File: src/rtl/wash_program_sequencer.sv
// Multi-run wash program controller: turns a 2-bit PROGRAM into a series of
// machine runs (prewash, main, rinses), pulsing START and tracking WM_STATE.
// Ports:
//   clk, rst_n        clock and synchronous active-low reset
//   PROGRAM, GO       program select and start request (GO taken in idle)
//   ABORT             stop scheduling further runs
//   WM_STATE          machine current state, 0 = machine idle
//   WM_SELECTOR       registered selector to machine
//   WM_START          registered one-cycle start to machine
//   BUSY, DONE, FAULT status: active, completion pulse, sticky ack timeout
//   PHASE             0 none, 1 prewash, 2 main, 3 rinse
//   RINSES_LEFT       rinses remaining including the current one
//   RUNS_DONE         saturating count of completed runs (RUN_COUNTER_EN only)
// Optional feature macro: RUN_COUNTER_EN
module wash_program_sequencer #(
    parameter int RINSE_MAX   = 3,
    parameter int GAP_CYCLES  = 8,
    parameter int ACK_TIMEOUT = 16
) (
    input  logic       clk,
    input  logic       rst_n,
    input  logic [1:0] PROGRAM,
    input  logic       GO,
    input  logic       ABORT,
    input  logic [2:0] WM_STATE,
    output logic [1:0] WM_SELECTOR,
    output logic       WM_START,
    output logic       BUSY,
    output logic       DONE,
    output logic       FAULT,
    output logic [1:0] PHASE,
    output logic [2:0] RINSES_LEFT
`ifdef RUN_COUNTER_EN
    ,
    output logic [7:0] RUNS_DONE
`endif
);

    typedef enum logic [2:0] {
        S_IDLE,
        S_ARM,
        S_WAIT_ACK,
        S_RUN,
        S_GAP,
        S_DONE,
        S_FAULT
    } state_t;

    localparam logic [1:0] PH_NONE  = 2'd0;
    localparam logic [1:0] PH_PRE   = 2'd1;
    localparam logic [1:0] PH_MAIN  = 2'd2;
    localparam logic [1:0] PH_RINSE = 2'd3;

    localparam logic [1:0] P_QUICK  = 2'd0;
    localparam logic [1:0] P_NORMAL = 2'd1;
    localparam logic [1:0] P_HOT    = 2'd2;
    localparam logic [1:0] P_HEAVY  = 2'd3;

    localparam logic [7:0] ACK_LAST = 8'(ACK_TIMEOUT - 1);
    localparam logic [7:0] GAP_LAST = 8'((GAP_CYCLES > 0) ? GAP_CYCLES - 1 : 0);
    localparam logic [2:0] HEAVY_RINSES = 3'(RINSE_MAX);

    state_t     state, state_n;
    logic [1:0] prog, prog_n;
    logic [1:0] sel_n;
    logic       start_n;
    logic [1:0] phase_n;
    logic [2:0] rinses_n;
    logic [7:0] cnt, cnt_n;
    logic       abort_pend, pend_n;
    logic       last_run;
    logic       abort_now;

    function automatic logic [1:0] main_sel(input logic [1:0] p);
        logic [1:0] s;
        unique case (p)
            P_QUICK:  s = 2'b00;
            P_NORMAL: s = 2'b10;
            default:  s = 2'b11;
        endcase
        return s;
    endfunction

    function automatic logic [2:0] rinse_load(input logic [1:0] p);
        logic [2:0] r;
        unique case (p)
            P_QUICK:  r = 3'd1;
            P_NORMAL: r = 3'd2;
            P_HOT:    r = 3'd2;
            default:  r = HEAVY_RINSES;
        endcase
        return r;
    endfunction

    always_comb begin
        state_n   = state;
        prog_n    = prog;
        sel_n     = WM_SELECTOR;
        start_n   = 1'b0;
        phase_n   = PHASE;
        rinses_n  = RINSES_LEFT;
        cnt_n     = cnt;
        pend_n    = abort_pend;
        last_run  = (PHASE == PH_RINSE) && (RINSES_LEFT == 3'd1);
        abort_now = abort_pend || ABORT;

        unique case (state)
            S_IDLE: begin
                if (GO && !ABORT) begin
                    prog_n   = PROGRAM;
                    rinses_n = rinse_load(PROGRAM);
                    if (PROGRAM == P_HEAVY) begin
                        phase_n = PH_PRE;
                        sel_n   = 2'b01;
                    end else begin
                        phase_n = PH_MAIN;
                        sel_n   = main_sel(PROGRAM);
                    end
                    state_n = S_ARM;
                end
            end
            S_ARM: begin
                if (ABORT) begin
                    state_n = S_IDLE;
                end else if (WM_STATE == 3'd0) begin
                    start_n = 1'b1;
                    cnt_n   = 8'd0;
                    state_n = S_WAIT_ACK;
                end
            end
            S_WAIT_ACK: begin
                // abort is only remembered here; the run may already be starting
                if (ABORT) pend_n = 1'b1;
                if (WM_STATE != 3'd0) begin
                    state_n = S_RUN;
                end else if (cnt == ACK_LAST) begin
                    state_n = S_FAULT;
                end else begin
                    cnt_n = cnt + 8'd1;
                end
            end
            S_RUN: begin
                if (ABORT) pend_n = 1'b1;
                if (WM_STATE == 3'd0) begin
                    if (abort_now) begin
                        state_n = S_IDLE;
                    end else if (last_run) begin
                        state_n = S_DONE;
                    end else begin
                        unique case (PHASE)
                            PH_PRE: begin
                                phase_n = PH_MAIN;
                                sel_n   = main_sel(prog);
                            end
                            PH_MAIN: begin
                                phase_n = PH_RINSE;
                                sel_n   = 2'b00;
                            end
                            default: begin
                                sel_n    = 2'b00;
                                rinses_n = RINSES_LEFT - 3'd1;
                            end
                        endcase
                        cnt_n   = 8'd0;
                        state_n = (GAP_CYCLES == 0) ? S_ARM : S_GAP;
                    end
                end
            end
            S_GAP: begin
                if (ABORT) begin
                    state_n = S_IDLE;
                end else if (cnt == GAP_LAST) begin
                    state_n = S_ARM;
                end else begin
                    cnt_n = cnt + 8'd1;
                end
            end
            S_DONE: begin
                state_n = S_IDLE;
            end
            S_FAULT: begin
                if (ABORT) state_n = S_IDLE;
            end
            default: begin
                state_n = S_IDLE;
            end
        endcase

        // everything run-related is wiped on the way into idle
        if (state_n == S_IDLE) begin
            sel_n    = 2'b00;
            phase_n  = PH_NONE;
            rinses_n = 3'd0;
            cnt_n    = 8'd0;
            pend_n   = 1'b0;
        end
    end

    always_ff @(posedge clk) begin
        if (!rst_n) begin
            state       <= S_IDLE;
            prog        <= 2'b00;
            WM_SELECTOR <= 2'b00;
            WM_START    <= 1'b0;
            PHASE       <= PH_NONE;
            RINSES_LEFT <= 3'd0;
            cnt         <= 8'd0;
            abort_pend  <= 1'b0;
        end else begin
            state       <= state_n;
            prog        <= prog_n;
            WM_SELECTOR <= sel_n;
            WM_START    <= start_n;
            PHASE       <= phase_n;
            RINSES_LEFT <= rinses_n;
            cnt         <= cnt_n;
            abort_pend  <= pend_n;
        end
    end

    assign BUSY  = (state != S_IDLE) && (state != S_FAULT);
    assign DONE  = (state == S_DONE);
    assign FAULT = (state == S_FAULT);

`ifdef RUN_COUNTER_EN
    logic run_end;

    assign run_end = (state == S_RUN) && (WM_STATE == 3'd0);

    always_ff @(posedge clk) begin
        if (!rst_n) begin
            RUNS_DONE <= 8'd0;
        end else if (run_end && (RUNS_DONE != 8'hFF)) begin
            RUNS_DONE <= RUNS_DONE + 8'd1;
        end
    end
`endif

endmodule

File: config.mk
export PLATFORM = sky130hd
export DESIGN_NAME = wash_program_sequencer
export DESIGN_NICKNAME = d
export VERILOG_FILES = /design/src/rtl/wash_program_sequencer.sv
export SDC_FILE = /design/constraint.sdc
export NUM_CORES = 1
export LEC_CHECK = 0
export ABC_AREA = 1
export CORE_ASPECT_RATIO = 0.75
export CORE_MARGIN = 5
export CORE_UTILIZATION = 56
export DETAILED_ROUTE_END_ITERATION = 16
export MAX_ROUTING_LAYER = met4
export PLACE_DENSITY = 0.91
export SKIP_CTS_REPAIR_TIMING = 1
export SLEW_MARGIN = 5
export SYNTH_ARGS = -nofsm -noshare
export SYNTH_HDL_FRONTEND = slang
export SYNTH_SLANG_ARGS = --single-unit
File: constraint.sdc
create_clock -name clk -period 2.2 [get_ports clk]
set_input_delay 0.33 -clock clk [delete_from_list [all_inputs] [get_ports clk]]
set_output_delay 0.33 -clock clk [all_outputs]
set_load 0.1 [all_outputs]
==> flow_metrics.py <==
metrics = {
    "timing": {
        "slew_headroom": 0.764,
        "worst_slew_pin_slew_ns": 0.353,
        "maxSlewViolCount": 0,
        "skew_ns": 0.00374,
        "worst_slack_ns": 0.408,
        "finalSetupTns_ns": 0,
        "setup_viol": 0,
        "fin_crit_ns": 1.79,
        "hold_violations": 0,
        "max_freq_mhz": 558,
        "period_share": 0.815,
        "rsz0062_at_grt": "no",
    },
    "clocking": {
        "clk_latency_ns": 0.27,
        "htreeDepth": 1,
        "cts_buffers": 3,
        "cts.clk_slew.worst_paths_ns": 0.08,
        "cts_root_buf": "clkbuf_8",
        "cts_num_sinks": 22,
        "cts.path.max_buffers": 2,
        "tritoncts": "done",
    },
    "final_layout": {
        "area_growth_pct": 18.9,
        "insertedDiodeCount": 0,
        "nNetsFinal": 316,
        "drive_above_1_share": 0.152,
    },
    "critical_path": {
        "arrival_ns": 1.97,
        "crit_path_end_kind": "flip-flop",
        "path_class": "reg2reg",
        "cp_max_fo": 9,
        "worstPathRequired_ns": 2.38,
        "start_kind": "flip-flop",
    },
    "run": {
        "cap_violations": 0,
    },
    "global_route": {
        "grt_usage": 0.205,
        "met1_usage": 0.255,
        "grt_max_degree": 14,
        "grt-busiest-layer": "met2",
        "antenna_found_initial": 0,
        "grt_pass1_vias": 1549,
        "met3_usage": 0.0503,
        "grt_overflow": 0,
        "met2_usage": 0.336,
        "grt_pass1_wl_mm": 6.69,
    },
    "floorplan": {
        "num_rows": 17,
        "coreArea_mm2": 0.00294,
        "die_x_um": 73.6,
        "start_util": 0.579,
        "die-area_mm2": 0.00425,
        "die_h_um": 57.7,
        "pin_count": 20,
    },
    "drt": {
        "detail-route-antenna-nets": 0,
        "route.detailed.drc": 0,
        "wl_per_cell_um": 11.6,
        "first_iter_violations": 156,
        "drtPass1Iterations": 5,
        "wl_mm": 3.88,
        "num_vias": 1669,
        "vias_per_cell": 4.98,
    },
    "logic_synthesis": {
        "yosys.area_share.simple": 0.470,
        "synth_xor_area_frac": 0.00515,
        "ys_ff_latch": 22,
        "ys_types": 27,
        "seq_area_frac_synth": 0.259,
        "synth_top_family_by_area": "simple AND/OR/NAND/NOR gates",
        "syn_nets": 294,
        "synth_commonest_cells": "nand2_1 (86), inv_1 (44), nor2_1 (27)",
        "netlist_instances": 276,
        "synthesis.area_mm2": 0.00170,
        "ys.flop_type": "dfxtp_1",
        "post-synth-top-count-cell": "nand2_1",
        "synth_compound_area_frac": 0.0898,
        "yosys.area.top_type": "dfxtp_1",
        "synth-async-reset-ratio": 0,
        "synthAdderAreaFrac": 0.0662,
        "yosys.area.top_type_share": 0.259,
        "synth_enable_flop_cells": 0,
        "ys_top_cells_by_area": "dfxtp_1 (26%), nand2_1 (19%), inv_1 (9.7%)",
        "synth_warnings": 0,
        "synthMuxAreaShare": 0,
        "syn_area_per_cell_um2": 6.16,
    },
    "placed_design": {
        "place_congestion": 0.901,
        "io_buffers": 19,
        "hpwl_mm": 2.97,
        "place_ws_ns": 0.214,
    },
    "outcome": {
        "status": "complete, no violations",
    },
    "pwr": {
        "p_per_area_mw_per_mm2": 548,
        "power_leakage_uw": 0.00104,
        "max-vdd-ir-drop_uv": 383,
    },
    "worst_hold_path": {
        "worstHoldPathType": "reg2reg",
    },
}
-- worst max-delay path, cell delays in order (launching register included) --
cell	delay [ns]
dfxtp_1	0.44
ha_1	0.29
nand3_1	0.15
o21ai_2	0.23
inv_1	0.06
nand2_1	0.09
nand3_2	0.11
nand2_4	0.14
nand2_4	0.10
nand2_1	0.08
inv_1	0.03
-- cells in the final DEF, fill, tap and decap left out --
master / instances
nor3_1: 3
nand4_1: 2
nand3_2: 2
dfxtp_1: 22
nand3b_1: 2
o21a_1: 1
ha_1: 9
o21ai_2: 1
a21oi_4: 1
nor2_1: 26
nor2_2: 4
o21ai_0: 8
nand2_4: 5
nor2_4: 5
clkbuf_8: 3
xnor2_1: 1
inv_2: 3
buf_12: 3
a21boi_1: 3
o21bai_1: 1
nand3_1: 25
bufinv_16: 1
inv_1: 44
nand2_2: 7
nand2_1: 86
o21ai_1: 2
clkdlybuf4s50_1: 8
a21oi_1: 8
nor3_2: 1
buf_4: 8
or2_1: 1
or2_2: 1
-- cells by family (layout without fill, tap and decap cells) --
kind of cell	Yosys count	count (layout)
xor+xnor	1	1
fa+ha+maj	9	9
buf+inv	49	70
flops	22	22
compound gates	25	25
simple gates	170	170
-- per-layer routing --
layer,vias up,wire (µm)
li1,896,-
met1,714,1820
met2,55,1740
met3,4,272
met4,0,46
met5,-,0
-- layout make-up --
| type | count | area (µm²) |
|---|---|---|
| clock buffers | 3 | 41.3 |
| clock inverters | 1 | 30.0 |
| fillers | 255 | 913 |
| inverters | 47 | 176 |
| multi-input cells | 205 | 1090 |
| flip-flops and latches | 22 | 440 |
| well taps | 38 | 47.5 |
| repair buffers | 19 | 200 |
-- through the flow --
step	instance area, µm²	utilization	total power (µW)	cells	hold slack (ns)
after floorplan	1710	-	648	276	0.468
after global placement	1950	0.665	718	331	0.529
after detailed placement	1950	0.665	724	331	0.536
after CTS	2020	0.689	1110	335	0.548
after global routing	2020	0.689	1160	335	0.609
final	2020	0.689	1110	335	0.545
-- flip-flops by register name, summed over array words and instances, names as in the netlist --
register / cells
cnt: 8
RINSES_LEFT: 3
abort_pend: 1
prog: 2
WM_SELECTOR: 2
PHASE: 2
WM_START: 1
state: 3
-- path summary, 6_finish.rpt --
path	from	to	slack (ns)	depth (start not counted)
max	cnt[0]	cnt[7]	0.41	10
min	RINSES_LEFT[1]	RINSES_LEFT[1]	0.55	4
max reg2reg	cnt[0]	cnt[7]	0.41	10
min reg2reg	RINSES_LEFT[1]	RINSES_LEFT[1]	0.55	4
-- power by group --
part	leakage, µW	internal [µW]	switching [µW]	total, µW
Clock	0.0000357	243	148	392
Combinational	0.000826	91.4	200	291
Sequential	0.000178	410	14.9	425
Total	0.00104	745	363	1110
Note: power is estimated with default switching activity, not from simulation.
